[src/rtl/uart_pkg.sv]
// Shared types and helpers for the UART receive and transmit paths.
package uart_pkg;

  localparam int DATA_BITS = 8;

  typedef enum logic [2:0] {
    IDLE,
    START,
    DATA,
    STOP,
    BREAK
  } uart_state_t;

  // Clocks per oversampling tick, rounded to nearest and never below one.
  function automatic int calc_tick_div(input int clk_freq, input int baud, input int oversample);
    int d;
    d = (clk_freq + (baud * oversample) / 2) / (baud * oversample);
    return (d < 1) ? 1 : d;
  endfunction

endpackage

[src/rtl/uart_baud_tick.sv]
// Free-running divider producing a one-cycle tick every DIV enabled clocks.
module uart_baud_tick #(
  parameter int DIV = 1
) (
  input  logic clk,
  input  logic rst,
  input  logic en,
  input  logic clr,
  output logic tick
);

  if (DIV > 1) begin : g_cnt
    localparam int CW = $clog2(DIV);
    localparam logic [CW-1:0] LAST = CW'(DIV - 1);

    logic [CW-1:0] cnt;

    always_ff @(posedge clk) begin
      if (rst || clr) begin
        cnt <= '0;
      end else if (en) begin
        cnt <= (cnt == LAST) ? '0 : cnt + CW'(1);
      end
    end

    assign tick = en && !clr && (cnt == LAST);
  end else begin : g_every
    assign tick = en && !clr;
  end

endmodule

[src/rtl/uart_rx_core.sv]
// 8N1 UART receiver with oversampled mid-bit sampling, framing and overrun flags.
module uart_rx_core
  import uart_pkg::*;
#(
  parameter int CLK_FREQ   = 50000000,
  parameter int BAUD       = 115200,
  parameter int OVERSAMPLE = 16
) (
  input  logic       clk,
  input  logic       rst,
  input  logic       rxd,
  output logic [7:0] m_data,
  output logic       m_valid,
  input  logic       m_ready,
  output logic       frame_err,
  output logic       overrun,
  output logic       busy
);

  localparam int TICK_DIV = calc_tick_div(CLK_FREQ, BAUD, OVERSAMPLE);
  localparam int SW = $clog2(OVERSAMPLE);
  localparam logic [SW-1:0] S_MID  = SW'(OVERSAMPLE / 2 - 1);
  localparam logic [SW-1:0] S_LAST = SW'(OVERSAMPLE - 1);
  localparam logic [2:0]    LAST_BIT = 3'(DATA_BITS - 1);

  uart_state_t state, state_next;

  logic rxd_meta, rxd_s, rxd_prev;
  logic tick, tick_en, tick_clr;
  logic [SW-1:0] s;
  logic [2:0] bit_idx;
  logic [DATA_BITS-1:0] shift;
  logic start_fall, mid_sample, end_sample, deliver, stop_bad;

  always_ff @(posedge clk) begin
    if (rst) begin
      rxd_meta <= 1'b1;
      rxd_s    <= 1'b1;
      rxd_prev <= 1'b1;
    end else begin
      rxd_meta <= rxd;
      rxd_s    <= rxd_meta;
      rxd_prev <= rxd_s;
    end
  end

  assign start_fall = rxd_prev && !rxd_s;

  // Tick phase restarts at the detected start edge so samples land mid-bit.
  uart_baud_tick #(.DIV(TICK_DIV)) u_tick (
    .clk  (clk),
    .rst  (rst),
    .en   (tick_en),
    .clr  (tick_clr),
    .tick (tick)
  );

  always_ff @(posedge clk) begin
    if (rst) state <= IDLE;
    else     state <= state_next;
  end

  always_comb begin
    state_next = state;
    case (state)
      IDLE:    if (start_fall) state_next = START;
      START:   if (mid_sample) state_next = rxd_s ? IDLE : DATA;
      DATA:    if (end_sample && bit_idx == LAST_BIT) state_next = STOP;
      STOP:    if (end_sample) state_next = rxd_s ? IDLE : BREAK;
      BREAK:   if (rxd_s) state_next = IDLE;
      default: state_next = IDLE;
    endcase
  end

  always_comb begin
    busy       = (state != IDLE);
    tick_en    = (state != IDLE);
    tick_clr   = (state == IDLE) && start_fall;
    mid_sample = (state == START) && tick && (s == S_MID);
    end_sample = ((state == DATA) || (state == STOP)) && tick && (s == S_LAST);
    deliver    = (state == STOP) && end_sample && rxd_s;
    stop_bad   = (state == STOP) && end_sample && !rxd_s;
  end

  always_ff @(posedge clk) begin
    if (rst) begin
      s         <= '0;
      bit_idx   <= '0;
      shift     <= '0;
      m_data    <= '0;
      m_valid   <= 1'b0;
      frame_err <= 1'b0;
      overrun   <= 1'b0;
    end else begin
      frame_err <= stop_bad;
      overrun   <= 1'b0;

      if (state == IDLE) begin
        s       <= '0;
        bit_idx <= '0;
      end else if (tick && state != BREAK) begin
        if (mid_sample || end_sample) s <= '0;
        else                          s <= s + SW'(1);
      end

      if (state == DATA && end_sample) begin
        shift   <= {rxd_s, shift[DATA_BITS-1:1]};
        bit_idx <= bit_idx + 3'd1;
      end

      // A byte completing against an unaccepted holding register is dropped.
      if (m_valid && m_ready) m_valid <= 1'b0;
      if (deliver) begin
        if (m_valid && !m_ready) begin
          overrun <= 1'b1;
        end else begin
          m_data  <= shift;
          m_valid <= 1'b1;
        end
      end
    end
  end

endmodule
[config.mk]
export PLATFORM = sky130hd
export DESIGN_NAME = uart_rx_core
export DESIGN_NICKNAME = d
export VERILOG_FILES = /design/src/rtl/uart_pkg.sv /design/src/rtl/uart_baud_tick.sv /design/src/rtl/uart_rx_core.sv
export SDC_FILE = /design/constraint.sdc
export NUM_CORES = 1
export LEC_CHECK = 0
export ABC_AREA = 1
export ABC_CLOCK_PERIOD_IN_PS = 1700
export CAP_MARGIN = 20
export CORE_MARGIN = 4
export CORE_UTILIZATION = 52
export CTS_BUF_LIST = sky130_fd_sc_hd__clkbuf_2
export DETAILED_ROUTE_END_ITERATION = 8
export HOLD_SLACK_MARGIN = 0.08
export PLACE_DENSITY = 0.8
export REMOVE_ABC_BUFFERS = 1
export SYNTH_ARGS = -nofsm -noshare
export SYNTH_HDL_FRONTEND = slang
export SYNTH_SLANG_ARGS = --single-unit
[constraint.sdc]
create_clock -name clk -period 1.7 [get_ports clk]
set_clock_uncertainty 0.15 [all_clocks]
set_input_delay 0.34 -clock clk [delete_from_list [all_inputs] [get_ports clk]]
set_output_delay 0.34 -clock clk [all_outputs]
set_load 0.005 [all_outputs]
; ---- Word-level counts from Yosys, hierarchy flattened
; Cells that the tools add are included.
[op_classes]
addsub = 3
n_eq_ne = 14
mux = 16
n_bitwise = 2
n_reduce_logical = 29
[ops]
columns = cell, count
row1 = two-way mux 3 bit, 8
row2 = logical AND 1 bit, 16
row3 = case mux 3 bit (5 select lines), 1
row4 = "!= test 2 bit, second input constant", 5
row5 = "equality test 3 x 2 -> 1 bit, second input constant", 2
row6 = "equality test 3 bit, second input constant", 2
row7 = "adder 5 x 1 -> 5 bit, second input constant", 1
row8 = "equality test 5 bit, second input constant", 1
row9 = two-way mux 5 bit, 1
row10 = AND reduction 5 bit, 1
row11 = "adder 4 x 1 -> 4 bit, second input constant", 1
row12 = "equality test 4 x 3 -> 1 bit, second input constant", 1
row13 = "equality test 4 bit, second input constant", 1
row14 = two-way mux 1 bit, 4
row15 = two-way mux 4 bit, 1
row16 = OR reduction 2 bit, 2
row17 = "adder 3 x 1 -> 3 bit, second input constant", 1
row18 = "equality test 3 x 1 -> 1 bit, second input constant", 1
row19 = zero test 1 bit, 3
row20 = zero test 3 bit, 1
row21 = logical OR 1 bit, 3
row22 = "!= test 3 bit, second input constant", 1
row23 = nonzero test 3 bit, 1
row24 = two-way mux 2 bit, 1
row25 = other kinds (3), 4
[word_totals]
regBits = 37
in_bits = 4
output_inout_bits = 12
wordCells = 76

; ---- Longest topological paths before layout
; Gate-level depths: netlist of the first run.
[logic_depth]
depth_word = 12
depth_mapped = 12
mapped_depth_nobuf = 12

; ---- Cells and area by module
; From an unflattened synthesis of the first run, not the netlist that was laid out.
[unflattened]
cells_unflattened = 232
area_unflattened_um2 = 1645.3
[by_module_without_submodules]
columns = module, n_inst, cells_per_inst, area_each_um2, seq_area_each_um2
row1 = uart_rx_core, 1, 188, 1346.3, 640.6
row2 = uart_baud_tick, 1, 44, 299.0, 100.1

; ---- Worst setup path before layout of the first run
; Ideal clock, no wire load.
[synth_path]
path_kind = flip-flop to flip-flop
from = register u_tick.g_cnt.cnt[0]
to = register shift[0]
setup_time_ns = 0.116
arrival_time_ns = 1.304
t_required_ns = 1.434
setup_slack_ns = 0.130
stages_incl_launch_ff = 12
path_buffers = 1
period_less_slack_ns = 1.570
cell_sequence = dfxtp_1 > inv_1 > ha_1 > nand2_1 > nor2_2 > nand2_2 > clkinv_2 > nand2_4 > inv_2 > buf_6 > o21ai_0 > nor2_1
[synth_between]
elab_chain_len = 5
[synth_rtl]
columns = element, line
row1 = start: declaration, uart_baud_tick.sv:16  ; logic [CW-1:0] cnt;
row2 = start signal: assignment, uart_baud_tick.sv:22  ; cnt <= (cnt == LAST) ? '0 : cnt + CW'(1);
row3 = equality test 5 bit, uart_baud_tick.sv:26  ; assign tick = en && !clr && (cnt == LAST);
row4 = logical AND 1 bit, uart_baud_tick.sv:26
row5 = logical AND 1 bit (2 in a row), uart_rx_core.sv:80  ; end_sample = ((state == DATA) || (state == STOP)) && tick && (s == S_LAST);
row6 = logical AND 1 bit, uart_rx_core.sv:106  ; if (state == DATA && end_sample) begin
row7 = end signal: assignment, uart_rx_core.sv:107  ; shift <= {rxd_s, shift[DATA_BITS-1:1]};
row8 = end: declaration, uart_rx_core.sv:32  ; logic [DATA_BITS-1:0] shift;
; Every way passes these cells.
; A chain may end at the register's enable or synchronous reset.

; ---- Worst setup path after layout of the first run
[layout_path]
from = register s[0]
to = register m_data[5]
[layout_between]
elab_chain_len = 5
[layout_rtl]
columns = element, line
row1 = start: declaration, uart_rx_core.sv:30  ; logic [SW-1:0] s;
row2 = start signal: assignment, uart_rx_core.sv:103  ; else s <= s + SW'(1);
row3 = equality test 4 bit, uart_rx_core.sv:80
row4 = logical AND 1 bit, uart_rx_core.sv:80
row5 = logical AND 1 bit (2 in a row), uart_rx_core.sv:81  ; deliver = (state == STOP) && end_sample && rxd_s;
row6 = AND reduction 2 bit (no line), n/a
row7 = end signal: assignment, uart_rx_core.sv:117  ; m_data <= shift;
row8 = end: declaration, uart_rx_core.sv:12  ; output logic [7:0] m_data,
; Every way passes these cells.

==> impl_metrics.yaml, run 1 <==
finish:
  drive_above_1_share: 0.321
  syn_to_final_growth_pct: 27.3
  n_fill_cell: 242
  antenna_cells: 0
  final_area_um2: 2090
  final_nets: 260
  final_core_util: 0.690
global_route:
  grt_pass1_vias: 1341
  antenna_found_initial: 0
  grt.total_usage: 0.177
  grt_pass1_wl_um: 5690
  grt_max_degree: 21
  gr-total-overflow: 0
min_path:
  hold_class: "flop to flop"
  hold_end: "rxd_s"
  min_from: "rxd_meta"
  min_path_cells: 1
critical_path:
  critPathRequiredTime_ns: 1.88
  path_cells: "ha_4 > nand2_2 > nor2_4 > nand2_2 > inv_4 > nand2_4 > nor2_4 > buf_12 > o21ai_0 > nor2_1"
  critPathKind: "flop to flop"
  regToRegStartpoint: "s[0]"
  crit_arrival_ns: 1.81
  crit_fanout: 8
  cp_slowest_cell: "dfxtp_2"
  rrSetupSlack_ns: 0.07
  worstSetupStartpointType: "flop"
  crit_buf_inv: 2
  crit_family: "simple AND/OR/NAND/NOR gates"
  ff2ff_path_depth: 10
  end_kind: "flop"
  r2r-end: "m_data[5]"
  slowest_delay_ns: 0.39
timing:
  slew_headroom: 0.805
  worstMarginPinSlew_ns: 0.292
  slew_violations: 0
  final.min_clock_period_ns: 1.63
  fin_crit_sh: 0.960
  fmax_mhz: 613
  setup_viol: 0
  grt_setup_unrepaired: "true"
  hold_viol_final: 0
floorplanning:
  initial_utilization: 0.542
  die_x_um: 64.2
  ios: 16
  core_area_um2: 3030
  die_y_um: 64.2
  dieArea_um2: 4120
  fp-row-count: 20
clocking:
  tritoncts: "done"
  cts_buffers: 5
  cts.sinks: 37
  cts-root-buf: "clkbuf_2"
  cts.path.max_buffers: 2
  clk_latency_ns: 0.38
  cts.reportedPaths.clkPinSlew_ns: 0.19
  cts-htree-levels: 2
  cts_hold_buffers: 0
yosys:
  synth-seq-cells: 37
  netlist_area_um2: 1640
  syn_inst: 213
  yosysUniqueCellTypes: 27
  seq_area_frac_synth: 0.452
  syn_area_per_cell_um2: 7.70
  ys_warn_count: 0
power:
  cellPowerDensity_nw_per_um2: 1040
  intPower_w: 0.00137
  p_clk_frac: 0.178
  vdd_ir_drop_max_mv: 0.619
  switching_share: 0.368
  power_leakage_nw: 0.995
  p_seq_frac: 0.442
  pwr-share-comb: 0.380
  switching_power_w: 0.000796
place:
  post_dp_cell_area_um2: 1940
  port_buffers: 15
  place_hpwl_um: 2330
  place.gp.congestion: 0.879
drt:
  viasPerCell: 4.94
  detail_route.wl_per_cell_um: 11.4
  ant_nets: 0
  vias: 1461
  route.detailed.drc: 0
  wl_um: 3370
  drt_iter0_drc: 88
  dr.pass1.iters: 5
run_status:
  status: "finished clean"
run:
  max_cap_viol_count: 0
-- layer usage --
layer / share of wire / track usage / up-vias
met5: 0 / 0 / -
met4: 0.024 / 0.0976 / 0
met3: 0.040 / 0.0492 / 8
met2: 0.48 / 0.279 / 23
met1: 0.45 / 0.218 / 667
li1: - / - / 763
-- per-stage QoR --
stage / TNS (ns) / power (W) / worst slack (ns) / instances / hold slack [ns]
global placement: 0 / 0.00165 / 0.0403 / 283 / 0.247
CTS: 0 / 0.00211 / 0.0286 / 293 / 0.293
floorplan: 0 / 0.00142 / 0.140 / 208 / 0.239
detailed placement: 0 / 0.00167 / 0.00868 / 283 / 0.247
finish: 0 / 0.00217 / 0.0687 / 296 / 0.288
global route: -0.288 / 0.00232 / -0.0423 / 296 / 0.317
-- what timing repair did --
action                                  CTS  global route
setup buffers                             2             3
endpoints found under the setup margin   12            27
pin swaps                                 1            13
gates resized for setup                  26            26
gates cloned                              0             0
-- synthesized netlist by cell type --
cell	instances	share of area
or2_2	2	0.0076
nand4_1	3	0.011
nor3_1	3	0.0092
a21oi_1	14	0.043
nand2_4	3	0.021
ha_1	5	0.038
nor2_2	3	0.011
nand3_1	10	0.031
o21a_1	1	0.0046
clkinv_2	1	0.0030
clkbuf_1	2	0.0046
buf_8	1	0.0092
a21oi_2	1	0.0053
a211oi_1	1	0.0046
nor2_1	45	0.10
buf_6	1	0.0069
inv_2	6	0.014
nand2_1	24	0.055
buf_1	1	0.0023
nor2_4	4	0.027
nor3_2	1	0.0061
o21ai_0	19	0.058
dfxtp_1	37	0.45
xor2_1	1	0.0053
o211ai_1	1	0.0046
nand2_2	7	0.027
inv_1	16	0.037
-- worst max-delay path by stage --
| stage | start | end | cells past startpoint |
|---|---|---|---|
| after floorplan | u_tick.g_cnt.cnt[0] | m_data[0] | 11 |
| after global placement | rst | s[3] | 7 |
| after detailed placement | rst | s[3] | 7 |
| after CTS | s[0] | m_data[1] | 10 |
| after global routing | rxd_s | state[0] | 9 |
| final | s[0] | m_data[5] | 10 |
-- power by group through the flow --
stage | sequential (W) | clock, W | combinational (W)
global route | 0.000966 | 0.000444 | 0.000914
floorplan | 0.000983 | 0 | 0.000440
finish | 0.000957 | 0.000386 | 0.000823
CTS | 0.000953 | 0.000402 | 0.000755
detailed placement | 0.000963 | 0 | 0.000706
global placement | 0.000961 | 0 | 0.000693
-- kinds of logic after synthesis --
kind of cell    Yosys count  share of synthesized area
compound gates           37                      0.120
xor+xnor                  1                    0.00534
fa+ha+maj                 5                     0.0381
buf+inv                  28                     0.0763
flops                    37                      0.452
simple gates            105                      0.309
-- layout by cell type, fill, tap and decap left out, drive strengths merged --
cell type	Yosys	final
ha	5	5
a21oi	15	15
buf	3	21
o211ai	1	1
xor2	1	1
o21a	1	1
nand2	34	34
a211oi	1	1
clkdlybuf4s50	0	3
clkbuf	2	6
inv	22	23
or2	2	2
nor3	4	4
dfxtp	37	37
nor2	52	52
dlygate4sd2	0	11
nand3	10	10
o21ai	19	19
nand4	3	3
clkinv	1	3
-- final cells by class --
class	count	area [um^2]	area share
tap	44	55.1	0.0264
clock inverter	3	17.5	0.00839
inverter	23	88.8	0.0425
multi-input combinational	148	827	0.396
clock buffer	5	25.0	0.0120
timing repair buffer	36	313	0.150
sequential	37	762	0.365
-- state kept, by name, summed over array words and instances (netlist names) --
register,cells
u_tick.g_cnt.cnt,5
rxd_s,1
rxd_meta,1
m_valid,1
overrun,1
s,4
m_data,8
state,3
bit_idx,3
shift,8
frame_err,1
rxd_prev,1
No activity file was read; power rests on OpenSTA's default activity.
==> run 2: changes to the inputs <==
--- a/config.mk
+++ b/config.mk
@@ -7,7 +7,6 @@
 export LEC_CHECK = 0
 export ABC_AREA = 1
 export ABC_CLOCK_PERIOD_IN_PS = 1700
-export CAP_MARGIN = 20
 export CORE_MARGIN = 4
 export CORE_UTILIZATION = 52
 export CTS_BUF_LIST = sky130_fd_sc_hd__clkbuf_2
==> results of run 2 <==
Final layout, timing and power as in run 1 (identical DEF).
==> run 3: changes to the inputs <==
--- a/config.mk
+++ b/config.mk
@@ -6,14 +6,15 @@
 export NUM_CORES = 1
 export LEC_CHECK = 0
 export ABC_AREA = 1
-export ABC_CLOCK_PERIOD_IN_PS = 1700
+export ABC_CLOCK_PERIOD_IN_PS = 2000
 export CORE_MARGIN = 4
-export CORE_UTILIZATION = 52
+export CORE_UTILIZATION = 63
 export CTS_BUF_LIST = sky130_fd_sc_hd__clkbuf_2
 export DETAILED_ROUTE_END_ITERATION = 8
 export HOLD_SLACK_MARGIN = 0.08
-export PLACE_DENSITY = 0.8
+export PLACE_DENSITY = 0.9
 export REMOVE_ABC_BUFFERS = 1
 export SYNTH_ARGS = -nofsm -noshare
 export SYNTH_HDL_FRONTEND = slang
+export SYNTH_HIERARCHICAL = 1
 export SYNTH_SLANG_ARGS = --single-unit
==> constraint.sdc (replaced) <==
create_clock -name clk -period 2 [get_ports clk]
set_clock_uncertainty 0.15 [all_clocks]
set_input_delay 0.4 -clock clk [delete_from_list [all_inputs] [get_ports clk]]
set_output_delay 0.4 -clock clk [all_outputs]
set_load 0.005 [all_outputs]
==> run 3 against run 2 <==
Net effect: the run now ends with setup timing left; final area rose by 3.9%; synthesized cell count up 8.9%; sequential share of layout area fell by 2.1 points; critical path depth increased by 3; largest power group unchanged.
==> impl_metrics.yaml, run 3 <==
floorplanning:
  fp-row-count: 18
  die_y_um: 59.1
  ios: 16
  core_area_um2: 2480
  die_x_um: 59.1
  initial_utilization: 0.664
  dieArea_um2: 3490
place:
  place_hpwl_um: 2180
  port_buffers: 15
  post_dp_cell_area_um2: 1890
  place.gp.congestion: 0.849
  pre_cts_ws_ns: -0.0268
global_route:
  antenna_found_initial: 0
  grt_max_degree: 21
  gr-total-overflow: 0
  grt.total_usage: 0.234
  grt_pass1_wl_um: 6060
  grt_pass1_vias: 1468
timing:
  slew_headroom: 0.772
  fmax_mhz: 464
  final.min_clock_period_ns: 2.15
  slew_violations: 0
  hold_viol_final: 0
  tns_ns: -1.68
  fin_ws_ns: -0.154
  fin_crit_sh: 1.08
  grt_setup_unrepaired: "true"
  worstMarginPinSlew_ns: 0.339
  setup_viol: 22
yosys:
  synthTopCellsByCount: "nand2_1 (56), nor2_1 (47), dfxtp_1 (37), inv_1 (26), o21ai_0 (15)"
  synth-async-reset-ratio: 0
  yosys-top-cells-area: "dfxtp_1 (45%), nand2_1 (13%), nor2_1 (11%), inv_1 (5.9%), o21ai_0 (4.6%)"
  ys_warn_count: 6
  seq_area_frac_synth: 0.450
  synth-seq-cells: 37
  syn_area_per_cell_um2: 7.09
  yosysUniqueCellTypes: 23
  synthFlopType: "dfxtp_1"
  netlist_area_um2: 1650
  synth_enable_flop_cells: 0
  synth_area_leader_cell: "dfxtp_1"
  yosysMostFrequentCell: "nand2_1"
  synth_top_area_share: 0.450
  syn_inst: 232
finish:
  syn_to_final_growth_pct: 31.9
  antenna_cells: 0
  layout_commonest_cell: "nand2_1"
  final_nets: 276
  layout_common_cells: "nand2_1 (50), nor2_1 (33), dfxtp_1 (33)"
  n_fill_cell: 131
  final_area_um2: 2170
  final_core_util: 0.876
  drive_above_1_share: 0.272
  top_regs: "m_data x8, shift x8, u_tick/g_cnt.cnt x5"
run_status:
  status: "complete, but fails checks"
  violations: "setup timing"
critical_path:
  cpMostUsedCell: "nor2_4"
  ff2ff_path_depth: 13
  r2r-end: "bit_idx[0]"
  crit_family: "simple AND/OR/NAND/NOR gates"
  path_depth: 13
  crit_end: "bit_idx[0]"
  regToRegStartpoint: "u_tick/g_cnt.cnt[0]"
  rrSetupSlack_ns: -0.15
  critPathKind: "flop to flop"
  path_cells: "inv_2 > ha_2 > nand3_2 > nor2_4 > inv_2 > nor2_4 > nand2_2 > nor2_4 > nand2_4 > nor2_4 > buf_8 > o21ai_0 > a21oi_1"
  crit_buf_inv: 3
  crit_start: "u_tick/g_cnt.cnt[0]"
  worstSetupStartpointType: "flop"
  crit_arrival_ns: 2.35
  slowest_delay_ns: 0.37
  cp_slowest_cell: "dfxtp_2"
  crit_fanout: 8
  end_kind: "flop"
  critPathRequiredTime_ns: 2.20
power:
  vdd_ir_drop_max_mv: 0.870
  power_leakage_nw: 0.970
  finalPower_w: 0.00182
  cellPowerDensity_nw_per_um2: 837
clocking:
  clk_latency_ns: 0.41
  cts.reportedPaths.clkPinSlew_ns: 0.19
  cts.sinks: 37
  cts-htree-levels: 2
  tritoncts: "done"
  cts.path.max_buffers: 2
  cts-root-buf: "clkbuf_2"
  cts_buffers: 5
  cts_hold_buffers: 0
drt:
  dr.pass1.iters: 5
  ant_nets: 0
  drt_iter0_drc: 181
  wl_um: 4890
  vias: 1704
  detail_route.wl_per_cell_um: 16.4
  viasPerCell: 5.72
  route.detailed.drc: 0
min_path:
  hold_class: "flop to flop"
  min_from: "rxd_meta"
run:
  max_cap_viol_count: 0
run 3: cell types whose count changed in the layout (fill, tap and decap cells not counted), moves of 4 or more:
cell,change
nand2_1,+28
clkdlybuf4s50_1,+11
dfxtp_1,+11
inv_1,+11
nor2_2,+11
dfxtp_2,-10
dlygate4sd2_1,-10
a21oi_1,-8
nor2_1,-8
inv_2,-5
buf_4,-4
nand3_1,-4
run 3: kinds of logic (layout without fill, tap and decap cells):
logic type | after synthesis | after routing | share of synthesized area
fa+ha+maj | 5 | 5 | 0.0380
compound gates | 26 | 26 | 0.0806
simple gates | 129 | 130 | 0.341
xor+xnor | 1 | 1 | 0.00532
flops | 37 | 37 | 0.450
buf+inv | 34 | 69 | 0.0844
run 3: cell type report:
type / instances / area (um^2) / area share
Sequential cell: 37 / 746 / 0.344
Clock buffer: 5 / 25.0 / 0.0115
Clock inverter: 3 / 41.3 / 0.0190
Timing Repair inverter: 1 / 11.3 / 0.00519
Timing Repair Buffer: 31 / 284 / 0.131
Tap cell: 30 / 37.5 / 0.0173
Multi-Input combinational cell: 162 / 903 / 0.416
Inverter: 29 / 121 / 0.0559
run 3: timing repair:
item / 4_1_cts / 5_1_grt
hold endpoints to repair: 0 / 0
gates cloned: 2 / 1
resized for setup: 13 / 42
endpoints found under the setup margin: 15 / 29
pin swaps: 6 / 11
buffers inserted: 3 / 0
run 3: worst min-delay path by stage:
stage	cells after the start	endpoint	slack (ns)
after floorplan	1	rxd_s	0.24
after global placement	1	rxd_s	0.24
after detailed placement	1	rxd_s	0.25
after CTS	1	rxd_s	0.29
after global routing	1	rxd_s	0.31
final	1	rxd_s	0.31
run 3: layer usage:
layer  share of wire  vias up  global-route usage
met5               0        -                   0
met4           0.036        0               0.139
met3           0.083       26              0.0784
met2            0.49      111               0.377
met1            0.39      781               0.269
li1                -      786                   -
run 3: stage by stage:
step / cells / hold WS (ns)
2_1_floorplan: 227 / 0.239
3_3_place_gp: 284 / 0.242
3_5_place_dp: 284 / 0.251
4_1_cts: 297 / 0.291
5_1_grt: 298 / 0.308
6_report: 298 / 0.306
run 3: report_power, final:
| group | internal [W] | switching [W] | leakage [nW] | total (W) |
|---|---|---|---|---|
| Sequential | 0.000780 | 0.0000280 | 0.301 | 0.000808 |
| Combinational | 0.000206 | 0.000336 | 0.632 | 0.000542 |
| Clock | 0.000207 | 0.000261 | 0.0366 | 0.000468 |
| Total | 0.00119 | 0.000625 | 0.970 | 0.00182 |
